[src/rtl/forward_scoreboard_pkg.sv]
// Shared types and defaults for the forwarding scoreboard.
// Next-PC op encodings let the decoder derive id_is_branch consistently.
package forward_scoreboard_pkg;

    localparam int DEF_NUM_SRC = 2;
    localparam int DEF_DEPTH   = 2;
    localparam int DEF_REG_AW  = 5;

    // Per-stage producer flags; rd/rs widths depend on REG_AW so they live beside it.
    typedef struct packed {
        logic valid;
        logic regwrite;
        logic memread;
    } entry_t;

    typedef enum logic [1:0] {
        NPC_PLUS4  = 2'd0,
        NPC_BRANCH = 2'd1,
        NPC_JAL    = 2'd2,
        NPC_JALR   = 2'd3
    } npc_op_e;

    // Any redirecting op resolves in ID and therefore needs its operands there.
    function automatic logic npc_needs_id_operands(npc_op_e op);
        return op != NPC_PLUS4;
    endfunction

endpackage

[src/rtl/fwd_prio_match.sv]
// One operand compared against stages 1..DEPTH: nearest forwardable stage
// (one-hot) plus the nearest match when it is a not-yet-forwardable load.
module fwd_prio_match #(
    parameter int DEPTH      = 2,
    parameter int LOAD_STAGE = 2,
    parameter int REG_AW     = 5
) (
    input  logic [REG_AW-1:0]       rs_i,
    input  logic [DEPTH-1:0]        valid_i,
    input  logic [DEPTH-1:0]        regwrite_i,
    input  logic [DEPTH-1:0]        memread_i,
    input  logic [DEPTH*REG_AW-1:0] rd_i,
    output logic [DEPTH-1:0]        sel_o,
    output logic [DEPTH-1:0]        load_oh_o,
    output logic                    load_hit_o
);
    logic [DEPTH-1:0] hit;
    logic [DEPTH-1:0] fwd_ok;
    logic             seen_hit;
    logic             seen_fwd;

    genvar gi;
    generate
        for (gi = 0; gi < DEPTH; gi++) begin : g_stage
            assign hit[gi] = valid_i[gi] && regwrite_i[gi]
                          && (rd_i[gi*REG_AW +: REG_AW] != '0)
                          && (rd_i[gi*REG_AW +: REG_AW] == rs_i);
            // bit gi is stage gi+1; loads there have no data before LOAD_STAGE
            assign fwd_ok[gi] = !(memread_i[gi] && (gi + 1 < LOAD_STAGE));
        end
    endgenerate

    always_comb begin
        sel_o     = '0;
        load_oh_o = '0;
        seen_hit  = 1'b0;
        seen_fwd  = 1'b0;
        for (int k = 0; k < DEPTH; k++) begin
            if (hit[k] && !seen_hit && !fwd_ok[k]) begin
                load_oh_o[k] = 1'b1;
            end
            if (hit[k] && fwd_ok[k] && !seen_fwd) begin
                sel_o[k] = 1'b1;
            end
            seen_hit = seen_hit || hit[k];
            seen_fwd = seen_fwd || (hit[k] && fwd_ok[k]);
        end
    end

    assign load_hit_o = |load_oh_o;

endmodule

[src/rtl/forward_scoreboard.sv]
// Tracks EX..WB producers, drives EX/ID forwarding selects and the ID hazard stall.
// Define FWD_ID_BRANCH_EN to forward into ID for branches instead of stalling them.
module forward_scoreboard
    import forward_scoreboard_pkg::*;
#(
    parameter int NUM_SRC    = DEF_NUM_SRC,
    parameter int DEPTH      = DEF_DEPTH,
    parameter int LOAD_STAGE = DEPTH,
    parameter int REG_AW     = DEF_REG_AW
) (
    input  logic                      clk,
    input  logic                      rstn,
    input  logic                      id_valid,
    input  logic [NUM_SRC*REG_AW-1:0] id_rs,
    input  logic [REG_AW-1:0]         id_rd,
    input  logic                      id_regwrite,
    input  logic                      id_memread,
    input  logic                      id_is_branch,
    input  logic                      pipe_freeze,
    input  logic                      flush_ex,
    output logic [NUM_SRC*DEPTH-1:0]  ex_fwd,
    output logic [NUM_SRC*DEPTH-1:0]  id_fwd,
    output logic                      hazard_stall
);
    entry_t                    ent_q [DEPTH+1];
    entry_t                    ent_d [DEPTH+1];
    logic [REG_AW-1:0]         rd_q  [DEPTH+1];
    logic [REG_AW-1:0]         rd_d  [DEPTH+1];
    logic [NUM_SRC*REG_AW-1:0] ex_rs_q;
    logic [NUM_SRC*REG_AW-1:0] ex_rs_d;

    logic [DEPTH-1:0]          old_valid;
    logic [DEPTH-1:0]          old_regwrite;
    logic [DEPTH-1:0]          old_memread;
    logic [DEPTH*REG_AW-1:0]   old_rd;
    logic [DEPTH-1:0]          lu_mask;
    logic [DEPTH-1:0]          pre_wb_mask;

    logic [NUM_SRC-1:0][DEPTH-1:0] ex_sel;
    logic [NUM_SRC-1:0][DEPTH-1:0] ex_load_oh;
    logic [NUM_SRC-1:0][DEPTH-1:0] id_sel;
    logic [NUM_SRC-1:0][DEPTH-1:0] id_load_oh;
    logic [NUM_SRC-1:0]            ex_load_hit;
    logic [NUM_SRC-1:0]            id_load_hit;
    logic [NUM_SRC-1:0]            e0_hit;
    logic [NUM_SRC-1:0]            ld_stall;
    logic [NUM_SRC-1:0]            op_stall;
    logic                          stall;
    logic                          unused_match_flags;

    genvar gi;
    generate
        for (gi = 1; gi <= DEPTH; gi++) begin : g_pack
            assign old_valid[gi-1]                  = ent_q[gi].valid;
            assign old_regwrite[gi-1]               = ent_q[gi].regwrite;
            assign old_memread[gi-1]                = ent_q[gi].memread;
            assign old_rd[(gi-1)*REG_AW +: REG_AW]  = rd_q[gi];
            // a load at stage gi blocks an ID consumer only if it still cannot forward next cycle
            assign lu_mask[gi-1]                    = (gi + 1 < LOAD_STAGE);
            assign pre_wb_mask[gi-1]                = (gi < DEPTH);
        end

        for (gi = 0; gi < NUM_SRC; gi++) begin : g_op
            logic [REG_AW-1:0] id_r;
            assign id_r = id_rs[gi*REG_AW +: REG_AW];

            fwd_prio_match #(
                .DEPTH      (DEPTH),
                .LOAD_STAGE (LOAD_STAGE),
                .REG_AW     (REG_AW)
            ) u_ex (
                .rs_i       (ex_rs_q[gi*REG_AW +: REG_AW]),
                .valid_i    (old_valid),
                .regwrite_i (old_regwrite),
                .memread_i  (old_memread),
                .rd_i       (old_rd),
                .sel_o      (ex_sel[gi]),
                .load_oh_o  (ex_load_oh[gi]),
                .load_hit_o (ex_load_hit[gi])
            );

            fwd_prio_match #(
                .DEPTH      (DEPTH),
                .LOAD_STAGE (LOAD_STAGE),
                .REG_AW     (REG_AW)
            ) u_id (
                .rs_i       (id_r),
                .valid_i    (old_valid),
                .regwrite_i (old_regwrite),
                .memread_i  (old_memread),
                .rd_i       (old_rd),
                .sel_o      (id_sel[gi]),
                .load_oh_o  (id_load_oh[gi]),
                .load_hit_o (id_load_hit[gi])
            );

            assign e0_hit[gi] = ent_q[0].valid && ent_q[0].regwrite
                             && (rd_q[0] != '0) && (rd_q[0] == id_r);

            // A match in EX is always the nearest, so it shadows any older load.
            assign ld_stall[gi] = e0_hit[gi] ? (ent_q[0].memread && (LOAD_STAGE > 1))
                                             : |(id_load_oh[gi] & lu_mask);
`ifdef FWD_ID_BRANCH_EN
            assign op_stall[gi] = ld_stall[gi]
                               || (id_is_branch && (e0_hit[gi] || id_load_hit[gi]));
            assign id_fwd[gi*DEPTH +: DEPTH] = (rstn && id_valid && id_is_branch)
                                             ? id_sel[gi] : '0;
`else
            // lowest set bit of sel|load_oh is the nearest match of any kind
            assign op_stall[gi] = ld_stall[gi]
                               || (id_is_branch && (e0_hit[gi]
                                   || |((id_sel[gi] | id_load_oh[gi]) & pre_wb_mask)));
            assign id_fwd[gi*DEPTH +: DEPTH] = '0;
`endif
            assign ex_fwd[gi*DEPTH +: DEPTH] = rstn ? ex_sel[gi] : '0;
        end
    endgenerate

    assign stall        = rstn && id_valid && (|op_stall);
    assign hazard_stall = stall;

    assign unused_match_flags = ^{ex_load_hit, ex_load_oh, id_load_hit};

    always_comb begin
        ent_d   = ent_q;
        rd_d    = rd_q;
        ex_rs_d = ex_rs_q;
        if (pipe_freeze) begin
            if (flush_ex) begin
                ent_d[0].valid = 1'b0;
            end
        end else begin
            for (int k = 1; k <= DEPTH; k++) begin
                ent_d[k] = ent_q[k-1];
                rd_d[k]  = rd_q[k-1];
            end
            if (id_valid && !stall && !flush_ex) begin
                ent_d[0] = '{valid: 1'b1, regwrite: id_regwrite, memread: id_memread};
                rd_d[0]  = id_rd;
                ex_rs_d  = id_rs;
            end else begin
                ent_d[0] = '0;
                rd_d[0]  = '0;
                ex_rs_d  = '0;
            end
        end
    end

    always_ff @(posedge clk or negedge rstn) begin
        if (!rstn) begin
            for (int k = 0; k <= DEPTH; k++) begin
                ent_q[k] <= '0;
                rd_q[k]  <= '0;
            end
            ex_rs_q <= '0;
        end else begin
            ent_q   <= ent_d;
            rd_q    <= rd_d;
            ex_rs_q <= ex_rs_d;
        end
    end

endmodule

[config.mk]
export PLATFORM = sky130hd
export DESIGN_NAME = forward_scoreboard
export DESIGN_NICKNAME = d
export VERILOG_FILES = /design/src/rtl/forward_scoreboard_pkg.sv /design/src/rtl/fwd_prio_match.sv /design/src/rtl/forward_scoreboard.sv
export SDC_FILE = /design/constraint.sdc
export NUM_CORES = 1
export LEC_CHECK = 0
export BUFFER_PORTS_ARGS = -buffer_cell sky130_fd_sc_hd__buf_2
export CAP_MARGIN = 20
export CORE_ASPECT_RATIO = 0.75
export CORE_MARGIN = 2
export CORE_UTILIZATION = 45
export CTS_BUF_LIST = sky130_fd_sc_hd__clkbuf_4 sky130_fd_sc_hd__clkbuf_8
export DETAILED_ROUTE_END_ITERATION = 7
export PLACE_DENSITY = 0.71
export SYNTH_ARGS = -nofsm -noshare
export SYNTH_HDL_FRONTEND = slang
export SYNTH_SLANG_ARGS = --single-unit
[constraint.sdc]
create_clock -name clk -period 2.97 [get_ports clk]
set_clock_uncertainty 0.15 [all_clocks]
set_input_delay 0.594 -clock clk [delete_from_list [all_inputs] [get_ports clk]]
set_output_delay 0.594 -clock clk [all_outputs]
set_load 0.01 [all_outputs]
==> flow_summary.ini <==
[yosys]
async_reset_ff_share_pct = 100
synth_top_cell_area_share_pct = 41.8
synth_area_um2 = 1980
ys.flop_type = dfrtp_1
seq_area_frac_synth_pct = 41.8
synth_top_area_cell = dfrtp_1
ys_warn_count = 0
avgSynthCellArea_um2 = 10.2
synth_area_leaders = dfrtp_1 42%, xor2_1 13%, mux2_2 8.5%, xnor2_1 4.4%, nand2_1 3.6%
yosysUniqueCellTypes = 29
synth_seq_cells = 33
post-synth-top-count-cell = dfrtp_1
synth-edff-count = 0
synthCells = 194
synth_common_cells = 33 x dfrtp_1, 30 x xor2_1, 19 x nand2_1

[timing]
min_period_ps = 2820
rsz0062_at_grt = false
max_freq_mhz = 354
slew_violations = 0
hold_viol = 0
fin_setup_tns_ps = 0
finalSetupViolCount = 0
period_share_pct = 95.0
worst_slew_pin_slew_ps = 776
slew_headroom_pct = 48.1

[grt]
antenna_found_initial = 0
grt_remaining_overflow = 0
track_usage_pct = 20.3
grt_pass1_wl_um = 7230
grt_pass1_vias = 1424
grt_max_degree = 34

[finish]
syn2layout_area_growth_pct = 13.5
diodes = 0
drive_gt1_share_pct = 30.5
fin_nets = 245
final_util_pct = 54.4

[detailed_routing]
wire_per_inst_um = 15.2
dr.pass1.iters = 4
wl_met3_um = 220
drt_iter0_drc = 88
drcViolationCount = 0
vias_per_cell = 5.20
drt-met1-wl_um = 2090
vias = 1446
routed_wirelength_um = 4220
wl_met2_um = 1860
ant_nets = 0
dr.max_layer_used = met4

[pwr]
vdd_drop_max_v = 0.000242
power.total_mw = 1.07
total_leakage_power_nw = 1.13
powerDensity_nw_per_um2 = 478

[status]
outcome = complete, no violations

[die]
ioPinCount = 32
die_area_um2 = 4940
rows = 20
die_y_um = 61.4
start_util_pct = 47.9
fp.coreArea_um2 = 4130
die_x_um = 80.5

[worst_hold_path]
worst_hold_path_type = reg2reg

[clocking]
root_buffer = clkbuf_8
tritoncts = yes
clkLatencyLatePin_ps = 290
cts.sinks = 33
clkTransAtPathRegs_ps = 70
htree_levels = 2
cts_setup_buffers = 0
cts_buffer_depth = 2
numCtsBuffers = 5

[setup_path]
start_kind = input port
path_max_fanout = 13
arrival_ps = 2080
path_class = in2out
crit_path_end_kind = output pin
cp.required_ps = 2230

[placed_design]
port_buffers = 27
dp_hpwl_um = 3170
place_congestion = 0.800

[run]
drv_cap = 0
==> metrics by stage <==
step	worst slack, ps	hold slack (ps)	cells	instance area (um2)
2_1_floorplan	554	148	197	1990
3_3_place_gp	511	279	269	2130
3_5_place_dp	472	284	269	2130
4_1_cts	108	364	278	2240
5_1_grt	4.80	361	278	2240
6_report	148	358	278	2240
==> registers in the layout (all words and copies together), names as in the netlist <==
signal / flops
ex_rs_q: 10
old_rd: 10
ent_q: 8
rd_q: 5
==> worst paths after layout <==
check / startpoint / to / slack (ps) / depth (start not counted)
max: rstn / ex_fwd[3] / 150 / 6
min: ent_q[6]$_DFFE_PN0N_ / ent_q[6]$_DFFE_PN0N_ / 360 / 2
max reg2reg: rd_q[10]$_DFFE_PN0N_ / rd_q[13]$_DFFE_PN0N_ / 830 / 5
min reg2reg: ent_q[6]$_DFFE_PN0N_ / ent_q[6]$_DFFE_PN0N_ / 360 / 2
max in group asynchronous: rstn / ex_rs_q[2]$_DFFE_PN0N_ / 1670 / 3
min in group asynchronous: rstn / ent_q[1]$_DFFE_PN0N_ / 520 / 2
==> worst max-delay path: stages <==
cell	delay, ps
dlygate4sd3_1	520
buf_2	190
buf_4	240
o2111ai_1	180
nor3_1	200
buf_2	160
==> kinds of logic after synthesis <==
kind of cell,after synthesis,share of synthesized area [%]
buffers and inverters,23,6.90
and+or+nand+nor,58,14.2
xor gates and xnor gates,40,17.7
AOI/OAI and AO/OA,24,10.7
muxes,15,8.54
other,1,0.190
DFF,33,41.8
==> report_power, final <==
part	leakage (nW)	total, mW	switching, mW	internal [mW]
Sequential	0.445	0.523	0.0429	0.480
Combinational	0.632	0.177	0.0886	0.0879
Clock	0.0542	0.374	0.165	0.209
==> per-layer routing <==
layer / vias up / GRT usage [%]
met5: - / 0
met4: 0 / 5.08
met1: 686 / 29.2
li1: 709 / -
met2: 47 / 29.9
met3: 4 / 6.60
==> cell usage in the layout, fill, tap and decap left out <==
master and n:
nand4_1 1, buf_4 6, conb_1 4, xor2_1 30
xnor2_1 10, inv_1 7, or2b_1 1, o311a_1 1
mux2_2 15, nand4_2 1, nor3_1 8, o21ai_2 8
dlygate4sd3_1 1, nor4_1 1, buf_2 27, nor2_1 7
o31ai_1 7, o22ai_4 2, or4_1 2, nand2_1 19
nand3_1 14, o2111ai_1 1, clkinv_2 1, nor4_2 1
dfrtp_1 33, or3_1 1, and2_1 2, a22oi_1 2
o21ai_0 3, clkbuf_8 7
==> what timing repair did <==
item | CTS | global route
endpoints found under the setup margin | 0 | 1
gates resized for setup | 0 | 1
hold buffers | 1 | 0
endpoints found under the hold margin | 4 | 0
==> area by class of cell <==
cell class,count,area (um2)
Fill cell,372,1880
Multi-Input combinational cell,141,1030
Sequential cell,33,826
Timing Repair Buffer,34,190
Clock buffer,7,96.3
Tap cell,55,68.8
Inverter,7,26.3
Clock inverter,1,5.00
Power figures use the tool's default switching activity.
